### src/rtl/sram_port_ctrl.sv
// rtl/sram_port_ctrl.sv - valid/ready controller for a single-port masked-write SRAM macro
//
// Ports:
//   clk, reset_n            clock shared with the macro; synchronous active-low reset
//   req_v_i/req_ready_o     client request handshake; req_we_i selects write (1) or read (0)
//   req_addr_i/wdata/wmask  word address, write data, per-bit write enable
//   resp_v_o/resp_ready_i   read response handshake; resp_data_o is the FIFO head
//   init_done_o             zero-fill finished, client port open
//   ram_*_o                 registered macro pins (ce, we, addr, wd, wmask)
//   ram_rd_i                macro read data, valid two cycles after a read accept
module sram_port_ctrl #(
    parameter int BITS       = 96,
    parameter int WORD_DEPTH = 64,
    parameter int ADDR_WIDTH = 6,
    parameter int RESP_DEPTH = 4,
    parameter int INIT_ZERO  = 1
) (
    input  logic                  clk,
    input  logic                  reset_n,
    input  logic                  req_v_i,
    output logic                  req_ready_o,
    input  logic                  req_we_i,
    input  logic [ADDR_WIDTH-1:0] req_addr_i,
    input  logic [BITS-1:0]       req_wdata_i,
    input  logic [BITS-1:0]       req_wmask_i,
    output logic                  resp_v_o,
    input  logic                  resp_ready_i,
    output logic [BITS-1:0]       resp_data_o,
    output logic                  init_done_o,
    output logic                  ram_ce_o,
    output logic                  ram_we_o,
    output logic [ADDR_WIDTH-1:0] ram_addr_o,
    output logic [BITS-1:0]       ram_wd_o,
    output logic [BITS-1:0]       ram_wmask_o,
    input  logic [BITS-1:0]       ram_rd_i
);

    localparam int PTR_W = (RESP_DEPTH > 1) ? $clog2(RESP_DEPTH) : 1;
    localparam int CNT_W = $clog2(RESP_DEPTH + 1);
    localparam logic [ADDR_WIDTH:0] INIT_END   = (ADDR_WIDTH + 1)'(WORD_DEPTH);
    localparam logic [CNT_W-1:0]    CREDIT_MAX = CNT_W'(RESP_DEPTH);
    localparam logic [PTR_W-1:0]    PTR_LAST   = PTR_W'(RESP_DEPTH - 1);

    typedef enum logic {ST_INIT, ST_RUN} state_e;

    state_e                  state_q;
    logic [ADDR_WIDTH:0]     init_cnt_q;
    logic                    ram_ce_q;
    logic                    ram_we_q;
    logic [ADDR_WIDTH-1:0]   ram_addr_q;
    logic [BITS-1:0]         ram_wd_q;
    logic [BITS-1:0]         ram_wmask_q;

    logic [CNT_W-1:0]        credit_q, credit_d;
    logic [CNT_W-1:0]        count_q, count_d;
    logic [1:0]              pend_q;
    logic [PTR_W-1:0]        wr_ptr_q, rd_ptr_q;
    logic [BITS-1:0]         fifo_q [RESP_DEPTH];

    logic run, accept, rd_accept, push, pop;

    function automatic logic [PTR_W-1:0] ptr_next(input logic [PTR_W-1:0] p);
        return (p == PTR_LAST) ? '0 : p + PTR_W'(1);
    endfunction

    // A read is admitted only if a FIFO slot is reserved for it; writes never need one.
    assign run         = (state_q == ST_RUN);
    assign req_ready_o = run & (req_we_i | (credit_q != '0));
    assign accept      = req_v_i & req_ready_o;
    assign rd_accept   = accept & ~req_we_i;
    assign resp_v_o    = (count_q != '0);
    assign pop         = resp_v_o & resp_ready_i;
    assign push        = pend_q[1];
    assign resp_data_o = fifo_q[rd_ptr_q];
    assign init_done_o = run;

    assign ram_ce_o    = ram_ce_q;
    assign ram_we_o    = ram_we_q;
    assign ram_addr_o  = ram_addr_q;
    assign ram_wd_o    = ram_wd_q;
    assign ram_wmask_o = ram_wmask_q;

    always_comb begin
        credit_d = credit_q;
        if (rd_accept && !pop) begin
            credit_d = credit_q - CNT_W'(1);
        end else if (pop && !rd_accept) begin
            credit_d = credit_q + CNT_W'(1);
        end
    end

    always_comb begin
        count_d = count_q;
        if (push && !pop) begin
            count_d = count_q + CNT_W'(1);
        end else if (pop && !push) begin
            count_d = count_q - CNT_W'(1);
        end
    end

    // Mode FSM and macro pin registers. The init counter runs one past the last
    // address so the final zero write is held on the pins for a full cycle
    // before the client port opens.
    always_ff @(posedge clk) begin
        if (!reset_n) begin
            state_q     <= (INIT_ZERO != 0) ? ST_INIT : ST_RUN;
            init_cnt_q  <= '0;
            ram_ce_q    <= 1'b0;
            ram_we_q    <= 1'b0;
            ram_addr_q  <= '0;
            ram_wd_q    <= '0;
            ram_wmask_q <= '0;
        end else begin
            case (state_q)
                ST_INIT: begin
                    if (init_cnt_q == INIT_END) begin
                        state_q  <= ST_RUN;
                        ram_ce_q <= 1'b0;
                        ram_we_q <= 1'b0;
                    end else begin
                        ram_ce_q    <= 1'b1;
                        ram_we_q    <= 1'b1;
                        ram_addr_q  <= init_cnt_q[ADDR_WIDTH-1:0];
                        ram_wd_q    <= '0;
                        ram_wmask_q <= '1;
                        init_cnt_q  <= init_cnt_q + (ADDR_WIDTH + 1)'(1);
                    end
                end
                ST_RUN: begin
                    if (accept) begin
                        ram_ce_q    <= 1'b1;
                        ram_we_q    <= req_we_i;
                        ram_addr_q  <= req_addr_i;
                        ram_wd_q    <= req_wdata_i;
                        ram_wmask_q <= req_wmask_i;
                    end else begin
                        ram_ce_q <= 1'b0;
                        ram_we_q <= 1'b0;
                    end
                end
                default: state_q <= ST_RUN;
            endcase
        end
    end

    // Read tracking and response FIFO. pend_q[0] = pins carry the read,
    // pend_q[1] = macro output holds the data; only then is ram_rd_i captured.
    always_ff @(posedge clk) begin
        if (!reset_n) begin
            credit_q <= CREDIT_MAX;
            count_q  <= '0;
            pend_q   <= '0;
            wr_ptr_q <= '0;
            rd_ptr_q <= '0;
            for (int i = 0; i < RESP_DEPTH; i++) begin
                fifo_q[i] <= '0;
            end
        end else begin
            credit_q <= credit_d;
            count_q  <= count_d;
            pend_q   <= {pend_q[0], rd_accept};
            if (push) begin
                fifo_q[wr_ptr_q] <= ram_rd_i;
                wr_ptr_q         <= ptr_next(wr_ptr_q);
            end
            if (pop) begin
                rd_ptr_q <= ptr_next(rd_ptr_q);
            end
        end
    end

endmodule

### config.mk
export PLATFORM = sky130hd
export DESIGN_NAME = sram_port_ctrl
export DESIGN_NICKNAME = d
export VERILOG_FILES = /design/src/rtl/sram_port_ctrl.sv
export SDC_FILE = /design/constraint.sdc
export NUM_CORES = 1
export LEC_CHECK = 0
export BUFFER_PORTS_ARGS = -buffer_cell sky130_fd_sc_hd__buf_2
export CORE_AREA = 2 2 231 233
export CTS_CLUSTER_SIZE = 12
export DETAILED_ROUTE_END_ITERATION = 8
export DIE_AREA = 0 0 233 235
export GPL_TIMING_DRIVEN = 0
export PLACE_DENSITY_LB_ADDON = 0.08
export SLEW_MARGIN = 10
export SYNTH_ARGS = -nofsm -noshare
export SYNTH_HDL_FRONTEND = slang
export SYNTH_SLANG_ARGS = --single-unit
export TNS_END_PERCENT = 30
### constraint.sdc
create_clock -name clk -period 7.68 [get_ports clk]
set_input_delay 1.536 -clock clk [delete_from_list [all_inputs] [get_ports clk]]
set_output_delay 1.536 -clock clk [all_outputs]
set_load 0.03 [all_outputs]
==> results.toml <==
[cts]
path_clk_slew_ns = 0.06
clock_latency_ns = 0.59
cts_max_level = 3
cts_made_buffers = 66
hold_buffers = 0
cts_setup_buffers = 0
clockRootBuffer = "clkbuf_16"
cts.sinks = 606
cts_tree = "built"
cts_max_path_buffers = 3
cts_resized = 0

[grt]
gr-usage-met2 = 0.478
use_met1 = 0.360
grt_pass1_vias = 18500
grt_antenna_before_repair = 39
grt-busiest-layer = "met2"
grt_pass1_wl_mm = 117
grt_overflow = 0
grt.met3_usage = 0.0877
track_usage = 0.290
grt_max_degree = 47

[sta]
relSlewSlack = 0.273
setup_violations = 0
worst_pin_slew_ns = 1.09
finalCriticalPeriod_ns = 4.42
rsz0062_at_grt = "no"
hold_ws_ns = 0.428
drv_slew = 0
worst_slack_ns = 3.26
period_share = 0.575
hold_viol = 0
fin_worst_skew_ns = 0.0135
max_freq_mhz = 226

[synth]
async_reset_ff_frac = 0
synth_edf_count = 384
yosysTopAreaCell = "edfxtp_1"
syn-num-nets = 2243
yosysWarningCount = 0
synth_seq_cells = 606
synth_area_leaders = "edfxtp_1 (46%), dfxtp_1 (18%), mux4_2 (8.6%)"
synth.distinct_cells = 42
syn_avg_cell_area_um2 = 12.9
netlist.area_leader.share = 0.460
synth_flop_cell = "edfxtp_1"
synthesis.area_um2 = 25100
ys_seq_area_frac = 0.637
syn_inst = 1936

[die]
io_pins = 598
die_y_um = 235
fp.dieArea_um2 = 54800
core_um2 = 52200
dieWidth_um = 233
rows = 84
start_util = 0.480

[route]
viasPerCell = 5.45
drc_errors = 0
dr.pass1.iters = 5
dr_total_vias = 18300
antenna_left = 0
routedWlPerCell_um = 23.9
wl_mm = 80.2
first_iter_violations = 1069

[power_and_ir_drop]
powerDensity_nw_per_um2 = 261
vdd_drop_max_uv = 151
p_leak_nw = 13.0
power_mw = 8.14

[hold_path]
hold_end = "pend_q[1]$_SDFF_PN0_"
hold_start = "pend_q[0]$_SDFF_PN0_"
min_path_type = "flip-flop to flip-flop"
hold_depth = 1

[worst_setup_path]
critPathMaxFanout = 10
end_kind = "output port"
reg2reg_depth = 7
required_ns = 6.14
rr_endpoint = "fifo_q[0][48]$_SDFFCE_PN0P_"
start_kind = "flip-flop"
crit_arrival_ns = 2.88
r2r_start = "pend_q[1]$_SDFF_PN0_"
crit_type = "flip-flop to output port"
reg2reg_slack_ns = 4.63

[final_layout]
fin_area_um2 = 31200
area_growth_pct = 24.6
fin_nets = 2915
final_layout_size_suffix_gt1_frac = 0.328
post-route-util = 0.598

[run]
drv_cap = 0

[placed_design]
dp_slack_ns = 3.32
dpl_cell_area_um2 = 29200
dp_hpwl_mm = 58.1
gp_congestion = 0.969
io_buffers = 596

[run_status]
status = "finished, final reports clean"
[flip-flops by register name (all words and copies together), names as in the netlist, named ones only]
| register | count |
|---|---|
| ram_we_o | 1 |
| init_cnt_q | 7 |
| rd_ptr_q | 2 |
| wr_ptr_q | 2 |
| pend_q | 2 |
| ram_addr_o | 6 |
| init_done_o | 1 |
| ram_wmask_o | 96 |
| credit_q | 3 |
| fifo_q | 384 |
| ram_ce_o | 1 |
| ram_wd_o | 96 |
| count_q | 3 |
[synthesized netlist by cell type (2+ instances only)]
cell and count:
a21boi_0 9, a21boi_1 94, and2_1 296, and3_1 96
buf_1 2, buf_2 38, buf_4 16, buf_6 11
clkbuf_1 91, clkbuf_2 9, dfxtp_1 222, edfxtp_1 384
fa_1 2, ha_1 6, inv_1 4, mux2i_1 8
mux4_2 96, nand2_1 108, nand2b_1 4, nand3_1 101
nor2_1 100, nor2b_1 8, nor3_1 96, o21ai_0 102
o221ai_1 2, o311a_1 6, or3_1 4, xnor2_1 6
xor2_1 2
[critical path: stages, from the launching register on]
cell,delay (ns)
dfxtp_1,0.30
clkbuf_1,0.46
clkbuf_1,0.52
buf_2,0.43
mux4_2,0.36
buf_2,0.22
[cell families after synthesis]
group / synth area share
buffers and inverters: 0.0336
XOR/XNOR: 0.00279
adder cells (fa/ha/maj): 0.00459
AO/OA/AOI/OAI: 0.0556
multiplexers: 0.0894
AND/OR/NAND/NOR: 0.177
flip-flops: 0.637
[final cells by class]
type                            instances  area, um2
Antenna cell                           15       37.5
Buffer                                167        828
Clock buffer                           96       1900
Clock inverter                         23        141
Fill cell                            4345      21000
Inverter                                4       15.0
Multi-Input combinational cell       1159       8280
Sequential cell                       606      16000
Tap cell                              688        861
Timing Repair Buffer                  604       3200
[report_power, final]
group,internal (mW),switching [mW]
combinational,0.565,0.943
clock,1.72,1.30
sequential,3.57,0.0471
[layer usage]
| layer | up-vias | part of all wire |
|---|---|---|
| met2 | 601 | 0.49 |
| li1 | 8357 | - |
| met5 | - | 0.0027 |
| met1 | 9166 | 0.40 |
| met3 | 162 | 0.079 |
| met4 | 34 | 0.032 |
[metrics by stage]
step / std cells / setup TNS [ns]
after floorplan: 1936 / 0
after global placement: 3220 / -8.98
after detailed placement: 3228 / 0
after CTS: 3347 / 0
after global routing: 3358 / 0
final: 3362 / 0
[worst max path at each step]
stage	to	cells after the start	slack (ns)	from
6_report	resp_data_o[93]	5	3.26	flip-flop
5_1_grt	resp_data_o[93]	5	3.16	flip-flop
4_1_cts	resp_data_o[73]	5	3.19	flip-flop
3_5_place_dp	fifo_q[3][39]$_DFFE_PP_	6	3.32	reset_n
3_3_place_gp	fifo_q[1][48]$_SDFFCE_PN0P_	5	-0.1	reset_n
2_1_floorplan	fifo_q[1][0]$_SDFFCE_PN0P_	5	2.59	reset_n
[placed cells by master, fill, tap and decap left out, types with 6 or more instances in the layout]
master       n
and3_1      96
nor2_1     100
clkbuf_8     7
diode_2     15
o311a_1      6
xnor2_1      6
a21boi_0     9
nor3_1      96
mux2i_1      8
and2_1     296
buf_2      634
buf_4       16
clkbuf_16   69
nand2_1    107
mux4_2      96
clkinv_1    12
buf_6       11
clkinv_2     6
nor2b_1      8
clkbuf_1   111
clkbuf_2     9
buf_16       7
dfxtp_1    222
ha_1         6
edfxtp_1   384
o21ai_0    102
nand3_1    101
a21boi_1    94
Note: power is estimated with default switching activity, not from simulation.
